--- src/rtl/cdr_loop_filter.sv ---
// Bang-bang CDR loop filter: integrates up/dn votes and emits single-cycle inc/dec
// rotator steps, followed by a vote hold-off. Lock detect is built only with CDR_LOCK_DETECT_EN.
//
// state | meaning
// TRACK | votes integrated into acc; threshold crossing issues a correction
// HOLD  | votes ignored, acc held at 0 for HOLDOFF cycles after a correction
module cdr_loop_filter #(
    parameter int ACC_W   = 5,
    parameter int THRESH  = 8,
    parameter int HOLDOFF = 3,
    parameter int LOCK_N  = 4
) (
    input  logic                    clk,
    input  logic                    rst,
    input  logic                    up,
    input  logic                    dn,
    output logic                    inc,
    output logic                    dec,
    output logic signed [ACC_W-1:0] acc,
    output logic                    locked
);

    localparam int HW = (HOLDOFF > 1) ? $clog2(HOLDOFF) : 1;
    localparam logic [HW-1:0] HOLD_LOAD = (HOLDOFF > 0) ? HW'(HOLDOFF - 1) : '0;
    localparam logic signed [ACC_W:0] THR_P = (ACC_W + 1)'(THRESH);
    localparam logic signed [ACC_W:0] THR_N = -THR_P;

    if (THRESH < 1 || THRESH > (2 ** (ACC_W - 1)) - 1 || HOLDOFF < 0 || LOCK_N < 1)
    begin : g_param_err
        $error("cdr_loop_filter: illegal parameter value");
    end

    typedef enum logic {TRACK = 1'b0, HOLD = 1'b1} state_t;

    state_t                  state_q, state_d;
    logic signed [ACC_W-1:0] acc_q, acc_d;
    logic                    inc_q, inc_d;
    logic                    dec_q, dec_d;
    logic [HW-1:0]           hold_q, hold_d;
    logic signed [ACC_W:0]   vote;
    logic signed [ACC_W:0]   acc_next;
    logic                    hit_p, hit_n;

    // One extra bit of headroom so the compare is exact before the clear.
    always_comb begin
        vote = '0;
        if (up && !dn) vote = {{ACC_W{1'b0}}, 1'b1};
        else if (dn && !up) vote = '1;
        acc_next = {acc_q[ACC_W-1], acc_q} + vote;
        hit_p    = (acc_next >= THR_P);
        hit_n    = (acc_next <= THR_N);
    end

    always_ff @(posedge clk or negedge rst) begin
        if (!rst) begin
            state_q <= TRACK;
            hold_q  <= '0;
            acc_q   <= '0;
            inc_q   <= 1'b0;
            dec_q   <= 1'b0;
        end else begin
            state_q <= state_d;
            hold_q  <= hold_d;
            acc_q   <= acc_d;
            inc_q   <= inc_d;
            dec_q   <= dec_d;
        end
    end

    // Hold counter is loaded with HOLDOFF-1 and leaves HOLD on the edge it reads zero.
    always_comb begin
        state_d = state_q;
        hold_d  = hold_q;
        case (state_q)
            TRACK: begin
                if ((hit_p || hit_n) && (HOLDOFF > 0)) begin
                    state_d = HOLD;
                    hold_d  = HOLD_LOAD;
                end
            end
            HOLD: begin
                if (hold_q == '0) state_d = TRACK;
                else hold_d = hold_q - HW'(1);
            end
            default: state_d = TRACK;
        endcase
    end

    always_comb begin
        acc_d = acc_q;
        inc_d = 1'b0;
        dec_d = 1'b0;
        if (state_q == TRACK) begin
            if (hit_p) begin
                inc_d = 1'b1;
                acc_d = '0;
            end else if (hit_n) begin
                dec_d = 1'b1;
                acc_d = '0;
            end else begin
                acc_d = acc_next[ACC_W-1:0];
            end
        end
    end

    assign inc = inc_q;
    assign dec = dec_q;
    assign acc = acc_q;

`ifdef CDR_LOCK_DETECT_EN
    localparam int AW = $clog2(LOCK_N + 1);
    localparam logic [AW-1:0] LOCK_LD = AW'(LOCK_N);

    logic          dir_vld_q;
    logic          dir_up_q;
    logic [AW-1:0] alt_q;

    // Driven from the registered pulses so locked moves on the cycle after a correction.
    always_ff @(posedge clk or negedge rst) begin
        if (!rst) begin
            dir_vld_q <= 1'b0;
            dir_up_q  <= 1'b0;
            alt_q     <= '0;
        end else if (inc_q || dec_q) begin
            dir_vld_q <= 1'b1;
            dir_up_q  <= inc_q;
            if (dir_vld_q) begin
                if (inc_q != dir_up_q) begin
                    if (alt_q != LOCK_LD) alt_q <= alt_q + AW'(1);
                end else begin
                    alt_q <= '0;
                end
            end
        end
    end

    assign locked = (alt_q == LOCK_LD);
`else
    assign locked = 1'b0;
`endif

endmodule
--- config.mk ---
export PLATFORM = sky130hd
export DESIGN_NAME = cdr_loop_filter
export DESIGN_NICKNAME = d
export VERILOG_FILES = /design/src/rtl/cdr_loop_filter.sv
export SDC_FILE = /design/constraint.sdc
export NUM_CORES = 1
export LEC_CHECK = 0
export BUFFER_PORTS_ARGS = -buffer_cell sky130_fd_sc_hd__buf_4
export CAP_MARGIN = 40
export CELL_PAD_IN_SITES_DETAIL_PLACEMENT = 0
export CELL_PAD_IN_SITES_GLOBAL_PLACEMENT = 1
export CORE_MARGIN = 8
export CORE_UTILIZATION = 45
export DETAILED_ROUTE_END_ITERATION = 16
export PLACE_DENSITY = 0.85
export SKIP_CTS_REPAIR_TIMING = 1
export SLEW_MARGIN = 15
export SYNTH_ARGS = -nofsm -noshare
export SYNTH_HDL_FRONTEND = slang
export SYNTH_SLANG_ARGS = --single-unit
--- constraint.sdc ---
create_clock -name clk -period 4.7 [get_ports clk]
set_clock_uncertainty 0.15 [all_clocks]
set_input_delay 0.235 -clock clk [delete_from_list [all_inputs] [get_ports clk]]
set_output_delay 0.235 -clock clk [all_outputs]
set_load 0.01 [all_outputs]
==> flow_summary.ini <==
[outcome]
status = finished, final reports clean

[final_layout]
mostFrequentLayoutCells = dfrtp_1 (10), buf_4 (10), nand2_1 (9), a21oi_1 (6)
syn_to_final_growth_pct = 13.1
final_util_pct = 53.1
antenna_cells = 0
drive_gt1_share_pct = 21.3
fillers = 157
multi_input_area_um2 = 485
instances_no_fill = 119
fin_nets = 104
ff_latch_area_um2 = 250

[power]
power_density_nw_per_um2 = 478
switching_share_pct = 39.5
power_switching_mw = 0.171
p_leak_nw = 0.454
p_clk_share_pct = 17.8
max-vdd-ir-drop_mv = 0.364
p_int_mw = 0.262
combinationalPowerShare_pct = 46.4
seq_power_share_pct = 35.8

[synth]
avgSynthCellArea_um2 = 9.33
synth-seq-cells = 10
synth_fp_nets = 95
ys_seq_area_share_pct = 31.2
ys_types = 39
syn_inst = 86
syn_area_um2 = 802
async_flop_share_pct = 100
synth_edf_count = 0
synth_top_area_cell = dfrtp_1
ys.flop_type = dfrtp_1
yosys_warnings = 0
synth_top_cell_area_share_pct = 31.2
synthTopCellsByArea = dfrtp_1 (31%), ha_1 (7.8%), nand2_1 (4.2%)

[grt]
first_global_vias = 565
grt_max_degree = 17
grt_usage_pct = 9.45
grt_pass1_wl_um = 2460
antenna_found_initial = 0
grt.overflow.total = 0

[critical_path]
required_ns = 4.69
crit_fanout = 16
critPathArrivalTime_ns = 2.55
crit_type = input pin to register
cp-start-kind = input pin
crit_chain = buf_4 > inv_1 > ha_1 > xor2_1 > ha_1 > a21oi_1 > xnor2_1 > or3_1 > and4_4 > mux2i_2 > a21oi_1
crit_path_end_kind = register
crit_start = up
r2r-start = acc[1]
cpPeakStageDelay_ns = 0.54
crit_slowest_cell = ha_1

[sta]
rsz0062_at_grt = no
slew-limit-headroom_pct = 60.2
fmax_ghz = 0.391
final_hold_viol_count = 0
period_needed_ns = 2.56
fin_setup_tns_ns = 0
hold_ws_ns = 0.171
tightestPinTransition_ns = 0.597
drv_slew = 0
setup_violations = 0
period_share_pct = 54.5

[floorplanning]
row_count = 15
fp.dieW_um = 58.2
start_util_pct = 47.0
die_area_um2 = 3390
pin_count = 12
fp.dieH_um = 58.2
design.core.area_um2 = 1710

[place]
dp.cells = 114
dp_hpwl_um = 1080
place_congestion = 0.725
io_buffers = 10

[flow_run]
cap_violations = 0

[routing]
vias_per_cell = 5.30
drt_iter0_markers = 8
antenna_left = 0
first_pass_iters = 4
route.vias.total = 631
wl_per_cell_um = 12.4
drc = 0
wirelength_um = 1470

[cts]
cts_tree = done
cts_inserted_buffers = 3
clk_pin_slew_ns = 0.06
cts_max_path_buffers = 2
cts.sinks = 10
clk_latency_ns = 0.27
cts-root-buf = clkbuf_4
htreeDepth = 1

[min_path]
hp-class = input pin to async pin
## final timing paths
path / endpoint / slack (ns) / cells past startpoint
worst min-delay path: inc / 0.17 / 2
max in group asynchronous: acc[1] / 4.09 / 2
worst min register to register: acc[0] / 0.45 / 2
worst max-delay path: acc[1] / 2.14 / 11
min in group clk: acc[0] / 0.45 / 2
worst max register to register: acc[1] / 2.27 / 8
## cell type report
cell class	count	share of cell area [%]
clock buffer	4	4.00
inverter	5	2.07
sequential	10	27.6
tap	25	3.45
timing repair buffer	11	9.38
multi-input combinational	64	53.5
## power by group through the flow
stage / combinational (mW) / clock (mW) / sequential (mW)
5_1_grt: 0.229 / 0.0838 / 0.161
6_report: 0.201 / 0.0770 / 0.155
3_5_place_dp: 0.202 / 0 / 0.156
2_1_floorplan: 0.175 / 0 / 0.136
3_3_place_gp: 0.197 / 0 / 0.155
4_1_cts: 0.203 / 0.0797 / 0.155
## state kept, by name, summed over array words and instances, names as in the netlist
name	count
state_q	1
acc	5
inc	1
hold_q	2
dec	1
## routing by layer
layer	up-vias	track usage [%]	routed length, um
met5	-	0	0
met4	0	5.24	35
met2	13	13.7	627
li1	322	-	-
met1	291	11.1	729
met3	5	4.64	81
## Yosys cell counts, types with 2 or more instances
library cell and number:
xnor2_1 3, buf_2 2, and3_1 2, nor2_1 5
nor3b_1 2, a21o_1 2, xor2_1 2, a21oi_1 6
buf_6 2, mux2i_1 2, clkbuf_1 2, nand2_1 9
ha_1 5, nor4_1 4, inv_1 5, dfrtp_1 10
## worst max-delay path: cells and delay by family
| family | cells | cell delay, ns |
|---|---|---|
| AOI/OAI and AO/OA | 2 | 0.28 |
| xor gates and xnor gates | 2 | 0.24 |
| adders and majority gates | 2 | 0.77 |
| buffers and inverters | 2 | 0.18 |
| muxes | 1 | 0.33 |
| and+or+nand+nor | 2 | 0.52 |
## logic make-up after synthesis
family / Yosys count / share of synthesized area [%]
AO/OA/AOI/OAI: 16 / 16.1
XOR/XNOR: 5 / 5.46
adder cells (fa/ha/maj): 5 / 7.80
buffers and inverters: 12 / 8.27
flip-flops: 10 / 31.2
multiplexers: 3 / 4.21
other: 1 / 0.468
AND/OR/NAND/NOR: 34 / 26.5
## metrics by stage
stage	area [um^2]	setup slack [ns]	power, mW
finish	907	2.14	0.434
detailed placement	861	1.89	0.358
global placement	861	1.92	0.352
CTS	897	2.16	0.437
global route	907	1.89	0.474
floorplan	802	2.29	0.311
No activity file was read; power rests on OpenSTA's default activity.
